File: src/rtl/uart_tx_arbiter.sv
// Round-robin owner of a shared UART transmitter.
// Grants one byte requester at a time and sequences send/active/done.
module uart_tx_arbiter #(
  parameter int NUM_REQ       = 4,
  parameter int GAP_CYCLES    = 1,
  parameter int START_TIMEOUT = 4,
  parameter int DONE_TIMEOUT  = 16
) (
  input  logic                 baud_clk,
  input  logic                 reset_n,
  input  logic [NUM_REQ-1:0]   req,
  input  logic [8*NUM_REQ-1:0] req_data,
  output logic [NUM_REQ-1:0]   ack,
  output logic [NUM_REQ-1:0]   grant,
  output logic                 tx_send,
  output logic [7:0]           tx_data,
  input  logic                 tx_active,
  input  logic                 tx_done,
  output logic                 busy,
  output logic                 timeout_err
);

  localparam int LW = (NUM_REQ > 1) ? $clog2(NUM_REQ) : 1;
  localparam int CM0 = (DONE_TIMEOUT > START_TIMEOUT) ?
                       DONE_TIMEOUT : START_TIMEOUT;
  localparam int CMAX = (CM0 > GAP_CYCLES) ? CM0 : GAP_CYCLES;
  localparam int CW = $clog2(CMAX + 1) + 1;

  typedef enum logic [2:0] {
    S_IDLE,
    S_SEND,
    S_WSTART,
    S_WDONE,
    S_GAP
  } state_t;

  state_t             r_state;
  state_t             w_next;
  logic [LW-1:0]      r_last;
  logic [LW-1:0]      r_idx;
  logic [LW-1:0]      w_win;
  logic [LW-1:0]      w_cand;
  logic               w_found;
  logic [CW-1:0]      r_cnt;
  logic [CW-1:0]      w_cnt;
  logic [NUM_REQ-1:0] r_grant;
  logic [7:0]         r_data;
  logic               w_load;
  logic               w_clr;
  logic               w_upd;

  // Search starts just past the last served requester.
  always_comb begin
    w_win   = '0;
    w_cand  = '0;
    w_found = 1'b0;
    for (int k = 1; k <= NUM_REQ; k++) begin
      w_cand = LW'((int'(r_last) + k) % NUM_REQ);
      if (!w_found && req[w_cand]) begin
        w_found = 1'b1;
        w_win   = w_cand;
      end
    end
  end

  always_comb begin
    w_next      = r_state;
    w_cnt       = r_cnt;
    tx_send     = 1'b0;
    ack         = '0;
    timeout_err = 1'b0;
    w_load      = 1'b0;
    w_clr       = 1'b0;
    w_upd       = 1'b0;
    case (r_state)
      S_IDLE: begin
        if (w_found) begin
          w_load = 1'b1;
          w_next = S_SEND;
        end
      end
      S_SEND: begin
        tx_send = 1'b1;
        w_cnt   = '0;
        w_next  = S_WSTART;
      end
      S_WSTART: begin
        if (tx_active) begin
          w_cnt  = '0;
          w_next = S_WDONE;
        end else if (r_cnt == CW'(START_TIMEOUT)) begin
          timeout_err = 1'b1;
          w_clr       = 1'b1;
          w_cnt       = '0;
          w_next      = S_IDLE;
        end else begin
          w_cnt = r_cnt + 1'b1;
        end
      end
      S_WDONE: begin
        if (!tx_active && tx_done) begin
          ack    = r_grant;
          w_clr  = 1'b1;
          w_upd  = 1'b1;
          w_cnt  = '0;
          w_next = (GAP_CYCLES > 0) ? S_GAP : S_IDLE;
        end else if (r_cnt == CW'(DONE_TIMEOUT)) begin
          timeout_err = 1'b1;
          w_clr       = 1'b1;
          w_cnt       = '0;
          w_next      = S_IDLE;
        end else begin
          w_cnt = r_cnt + 1'b1;
        end
      end
      S_GAP: begin
        if (r_cnt + 1'b1 >= CW'(GAP_CYCLES)) begin
          w_cnt  = '0;
          w_next = S_IDLE;
        end else begin
          w_cnt = r_cnt + 1'b1;
        end
      end
      default: w_next = S_IDLE;
    endcase
  end

  always_ff @(posedge baud_clk or negedge reset_n) begin
    if (!reset_n) begin
      r_state <= S_IDLE;
      r_cnt   <= '0;
      r_grant <= '0;
      r_data  <= 8'h00;
      r_idx   <= '0;
      r_last  <= LW'(NUM_REQ - 1);
    end else begin
      r_state <= w_next;
      r_cnt   <= w_cnt;
      if (w_load) begin
        r_grant <= {{(NUM_REQ-1){1'b0}}, 1'b1} << w_win;
        r_data  <= req_data[{w_win, 3'b000} +: 8];
        r_idx   <= w_win;
      end else if (w_clr) begin
        r_grant <= '0;
      end
      if (w_upd) begin
        r_last <= r_idx;
      end
    end
  end

  assign grant   = r_grant;
  assign tx_data = r_data;
  assign busy    = (r_state != S_IDLE);

endmodule

File: config.mk
export PLATFORM = sky130hd
export DESIGN_NAME = uart_tx_arbiter
export DESIGN_NICKNAME = d
export VERILOG_FILES = /design/src/rtl/uart_tx_arbiter.sv
export SDC_FILE = /design/constraint.sdc
export NUM_CORES = 1
export LEC_CHECK = 0
export BUFFER_PORTS_ARGS = -buffer_cell sky130_fd_sc_hd__buf_2
export CORE_MARGIN = 8
export CORE_UTILIZATION = 50
export DETAILED_ROUTE_END_ITERATION = 8
export GPL_TIMING_DRIVEN = 0
export PLACE_DENSITY_LB_ADDON = 0.2
export SLEW_MARGIN = 10
export SYNTH_ARGS = -nofsm -noshare
export SYNTH_HDL_FRONTEND = slang
export SYNTH_SLANG_ARGS = --single-unit
File: constraint.sdc
create_clock -name baud_clk -period 3.49 [get_ports baud_clk]
set_input_delay 0.1745 -clock baud_clk [delete_from_list [all_inputs] [get_ports baud_clk]]
set_output_delay 0.1745 -clock baud_clk [all_outputs]
set_load 0.05 [all_outputs]
==> metrics.txt, run 1 <==
Leakage 1.02 nW; detailed placer's ending HPWL 3.25 mm; storage element area 628 um^2; synth unique cells 44; main flop type after synthesis dfrtp_1; Clock Skew 0.0101 ns; Clock Root Buffer clkbuf_4; Post-Syn Area 0.00168 mm^2; ant diodes 0; RSZ-0062 raised after global routing no; Hold WS 0.154 ns; wirelength, routed 4.12 mm; worst slack, placed 1.40 ns; CP Launch Point r_state[2]; global-route wire length before repair 6.79 mm; Multi-input gate area 966 um^2; die height 73.9 um; max cap viols 0; clock net sink count 25; Pwr Density 805 mW/mm^2; drt pass-1 iters 4; synthesized instance count 179; Ports 59; core region area 0.00328 mm^2; Least-Margin Pin Slew 0.652 ns; fin crit share 67.6%; cts repair resizes 0; Routed Antenna Nets 0; status completed; relative slew slack 56.5%; std cell rows 21; arrival time worst endpoint 2.18 ns; largest net degree at the start of global routing 26; Peak VDD IR 0.000436 V; clock slew at reported path FFs 0.14 ns; number of synthesized flops with an enable pin 0; Slew Limit Fails 0; top-area cell type share of the netlist area 34.4%; via count 1,545; DRC 0; die area 0.00546 mm^2; Iter 0 DRT Violations 88; warning count from the yosys run 0; Async SR Flop Fraction 100%; Synth Net Count 222; Worst Setup EP ack[2]; synth top area cells dfrtp_1 (34%), mux2_2 (7.4%), mux2i_1 (6.6%); Critical Setup Path Class reg -> out; WP data required 3.32 ns; TritonCTS Buffers 3; grt ovf 0; Hold Crit Class in -> reg; crit path max fanout 8; clock latency on the worst-skew pair 0.32 ns; share of layout cells above drive strength 1 36.4%; Tmin final 2.36 ns; die width 73.9 um; endpoints failing setup 0; Setup crit end kind primary output; Global Route Usage Sum 15.8%; FF-to-FF End r_cnt[0]; initial antenna violation count 0; CTS tree yes; IO buf count 58; Via-to-Cell Ratio 5.36; wire length per cell 14.3 um; final setup margin 1.13 ns; clk buf depth 2; GP Congestion 0.804; vias in the first global route 1,531; P&R area growth vs syn 23.0%; FF-to-FF path depth 8; Seq/Total Area, Yosys 37.5%; worst reg2reg setup slack 1.37 ns; final-stage net count 286; Fmax 0.424 GHz; final hold vios 0; r2r startpoint r_cnt[0]; Yosys reg bits 25; layout filler cell count 304; Initial Util 51.0%; cell taking the most area after synthesis dfrtp_1; Worst setup SP type flop; Fin Setup TNS 0 ns; Mean Syn Cell Area 9.36 um^2; H-tree levels 1
-- where the power goes --
part | switching, mW | internal (mW) | leakage (nW)
clock network | 0.0868 | 0.0428 | 0.0177
registers | 0.0771 | 0.409 | 0.316
logic | 0.678 | 0.364 | 0.690
total | 0.842 | 0.816 | 1.02
-- registers in the layout (all words and copies together) (netlist names) --
signal	cells
grant	4
r_cnt	6
r_idx	2
r_last	2
r_state	3
tx_data	8
-- through the flow --
step / util, % / total power, mW / area, um^2 / std cells
final: 62.7 / 1.66 / 2060 / 288
after global routing: 62.7 / 1.79 / 2060 / 288
after floorplan: - / 1.29 / 1680 / 179
after CTS: 62.7 / 1.68 / 2060 / 288
after detailed placement: 61.6 / 1.54 / 2020 / 283
after global placement: 61.6 / 1.53 / 2020 / 283
-- routing by layer --
layer  wire [um]  GRT usage [%]
met4          13           3.33
met2        1960           25.8
met3         286           4.64
met1        1860           19.8
met5           0              0
-- worst max-delay path: stages (launching register included) --
cell,delay [ns]
dfrtp_1,0.49
and2b_1,0.35
nand2_1,0.10
nor2_1,0.48
and2_1,0.20
buf_2,0.26
-- worst min-delay path by stage --
stage / from / endpoint / slack (ns) / depth (start not counted)
floorplan: reset_n / grant[0] / -0.12 / 0
global placement: reset_n / r_state[1] / 0.20 / 1
detailed placement: reset_n / r_state[1] / 0.20 / 1
CTS: req_data[25] / tx_data[1] / 0.15 / 3
global route: req_data[27] / tx_data[3] / 0.16 / 3
finish: req_data[25] / tx_data[1] / 0.15 / 3
-- synth_stat cells, drive strengths merged (2+ instances only) --
| master | count |
|---|---|
| nor2b | 5 |
| or2 | 2 |
| nor2 | 7 |
| dfrtp | 23 |
| mux2 | 11 |
| a22o | 4 |
| nand2 | 17 |
| nor3 | 3 |
| o211ai | 9 |
| a21o | 4 |
| nor3b | 5 |
| inv | 6 |
| buf | 9 |
| o21ai | 7 |
| nand3 | 19 |
| a21oi | 4 |
| mux2i | 11 |
| nand2b | 2 |
| clkbuf | 2 |
| and2 | 6 |
| ha | 3 |
| dfstp | 2 |
-- area by class of cell --
type | instances | area share (%)
clock inverters | 1 | 0.243
flip-flops and latches | 25 | 30.5
multi-input cells | 137 | 46.9
repair buffers | 59 | 14.6
inverters | 6 | 1.09
well taps | 46 | 2.79
plain buffers | 11 | 2.85
clock buffers | 3 | 1.09
-- layout by cell type, fill, tap and decap left out, types with 2 or more instances in the layout --
cell type  instances
buf_1              2
a21oi_1            4
nor2_1             7
dfrtp_1           23
nand2b_1           2
inv_1              6
and2_1             5
buf_2             63
a22o_1             4
dfstp_2            2
o211ai_1           9
nand3_1           19
clkbuf_1           2
mux2i_1           11
a21o_1             4
nand2_1           17
o21ai_0            7
nor3_1             3
clkbuf_4           3
ha_1               3
nor2b_1            5
or2_2              2
mux2_2            11
nor3b_1            5
-- cells by family (layout without fill, tap and decap cells) --
kind of cell	Yosys count	count (layout)	synth area share, %
mux	22	22	14.0
simple gates	76	76	25.2
buf+inv	17	80	4.85
compound gates	35	35	15.7
xor+xnor	1	1	0.523
fa+ha+maj	3	3	2.24
flops	25	25	37.5
-- repair_timing --
| item | 4_1_cts | 5_1_grt |
|---|---|---|
| buffers inserted | 0 | 0 |
| setup endpoints to repair | 0 | 0 |
| hold buffers | 1 | 0 |
| hold endpoints to repair | 23 | 0 |
Power figures use the tool's default switching activity.
==> run 2, diff against run 1 <==
--- a/config.mk
+++ b/config.mk
@@ -7,7 +7,7 @@
 export LEC_CHECK = 0
 export BUFFER_PORTS_ARGS = -buffer_cell sky130_fd_sc_hd__buf_2
 export CORE_MARGIN = 8
-export CORE_UTILIZATION = 50
+export CORE_UTILIZATION = 45
 export DETAILED_ROUTE_END_ITERATION = 8
 export GPL_TIMING_DRIVEN = 0
 export PLACE_DENSITY_LB_ADDON = 0.2
==> constraint.sdc (replaced) <==
create_clock -name baud_clk -period 2 [get_ports baud_clk]
set_input_delay 0.1 -clock baud_clk [delete_from_list [all_inputs] [get_ports baud_clk]]
set_output_delay 0.1 -clock baud_clk [all_outputs]
set_load 0.05 [all_outputs]
==> run 2 against run 1 <==
Against the previous run: core utilization is 2.7 points lower; setup slack worse by 1.1 ns; critical path type is now reg -> reg; critical endpoint is now r_cnt[0]; sequential power is 78% higher; first-iteration DRC count is 38% higher; wire length is 8.2% higher; sequential share of layout area is 1.7 points lower; clock power is 130% higher; count of clock-buffer cells in the layout stayed put; die area is 8.7% higher.
==> metrics.txt, run 2 (same netlist as run 1, synthesis figures left out) <==
status completed; Least-Margin Pin Slew 0.566 ns; max cap viols 0; Iter 0 DRT Violations 121; drt pass-1 iters 4; grt ovf 0; Fmax 0.516 GHz; Tmin final 1.94 ns; Clock Root Buffer clkbuf_8; final hold vios 0; WP data required 2.15 ns; met2 WL post-DR 2.14 mm; metal3 WL 308 um; RSZ-0062 raised after global routing yes; Ports 59; worst slack, placed -0.108 ns; vias in the first global route 1,579; via count 1,576; CTS tree yes; relative slew slack 62.3%; endpoints failing setup 0; global-route wire length before repair 7.38 mm; commonest non-fill, non-tap cell in the layout buf_2; largest net degree at the start of global routing 26; die width 77.0 um; Critical Setup Path Class reg -> reg; net switching power 1.56 mW; Routed Antenna Nets 0; Hold WS 0.144 ns; initial antenna violation count 0; max reg flops 8; GP Congestion 0.818; H-tree levels 1; core region area 0.00363 mm^2; clock latency on the worst-skew pair 0.26 ns; highest routed layer met4; wire length per cell 15.1 um; Initial Util 46.1%; die height 77.0 um; Internal 1.61 mW; Slew Limit Fails 0; Via-to-Cell Ratio 5.32; Peak VDD IR 0.000730 V; Pwr Density 1450 mW/mm^2; Global Route Usage Sum 14.5%; crit path max fanout 5; share of layout cells above drive strength 1 42.7%; Hold Crit Class in -> reg; Clock Skew 0.00341 ns; TritonCTS Buffers 3; clock slew at reported path FFs 0.09 ns; std cell rows 22; ant diodes 0; commonest non-fill, non-tap cells in the layout buf_2 (62), dfrtp_1 (23), nand3_1 (19); Sequential Power Share 27.3%; clock net sink count 25; Setup crit end kind flop; arrival time worst endpoint 2.09 ns; final setup margin 0.0625 ns; P&R area growth vs syn 30.2%; final-stage net count 292; sw frac 49.1%; Leakage 1.08 nW; clk buf depth 2; DRC 0; die area 0.00593 mm^2; fin crit share 96.9%; Worst setup SP type flop; detailed placer's ending HPWL 3.27 mm; wirelength, routed 4.46 mm; Comb power frac 63.3%; met1 WL 2.00 mm; IO buf count 58; clock power share 9.4%
[run 2: final timing paths]
path	slack, ns	cells after the start	start	to
max	0.06	7	r_cnt[0]	r_cnt[0]
min	0.14	3	req_data[24]	tx_data[0]
max reg2reg	0.06	7	r_cnt[0]	r_cnt[0]
min reg2reg	0.48	2	r_idx[1]	r_idx[1]
max in group asynchronous	1.27	2	reset_n	r_cnt[0]
min in group asynchronous	0.35	2	reset_n	grant[2]
[run 2: area by class of cell]
cell class	instances	area, um^2
flip-flops and latches	25	628
well taps	48	60.1
multi-input cells	137	1010
plain buffers	11	76.3
clock buffers	3	41.3
fillers	335	1450
clock inverters	1	5.00
inverters	6	22.5
repair buffers	65	343
[run 2: critical path, cell delays in order (launching register included)]
cell     delay (ns)
dfrtp_1        0.41
inv_2          0.11
ha_4           0.14
nor3b_1        0.43
a311o_1        0.29
buf_6          0.13
nand2_2        0.05
mux2_4         0.26
[run 2: per-layer routing]
metal  vias up  GRT usage [%]
li1        783              -
met1       745           19.0
met2        46           22.8
met3         2           4.20
met4         0           3.58
met5         -              0
[run 2: power groups by stage]
| stage | sequential, mW | combinational, mW | clock, mW |
|---|---|---|---|
| final | 0.865 | 2.01 | 0.297 |
| after floorplan | 1.21 | 1.05 | 0 |
| after global placement | 0.863 | 1.81 | 0 |
| after detailed placement | 0.867 | 1.82 | 0 |
| after global routing | 0.897 | 2.15 | 0.332 |
| after CTS | 0.861 | 1.85 | 0.309 |
[run 2: repair_timing]
| item | in CTS | in global routing |
|---|---|---|
| setup buffers | 0 | 5 |
| hold buffers | 1 | 0 |
| pin swaps | 0 | 3 |
| resized for setup | 6 | 16 |
| cloned | 0 | 1 |
| hold endpoints to repair | 23 | 0 |
| setup endpoints to repair | 15 | 17 |
[run 2: through the flow]
stage	cell area [um^2]	util, %	instances	power, mW	setup TNS, ns
final	2180	60.1	296	3.17	0
after global placement	2030	55.8	285	2.68	-0.613
after detailed placement	2030	55.8	285	2.69	-0.656
after CTS	2100	57.7	290	3.02	0
after global routing	2180	60.1	296	3.38	-0.0755
after floorplan	1680	-	179	2.26	0
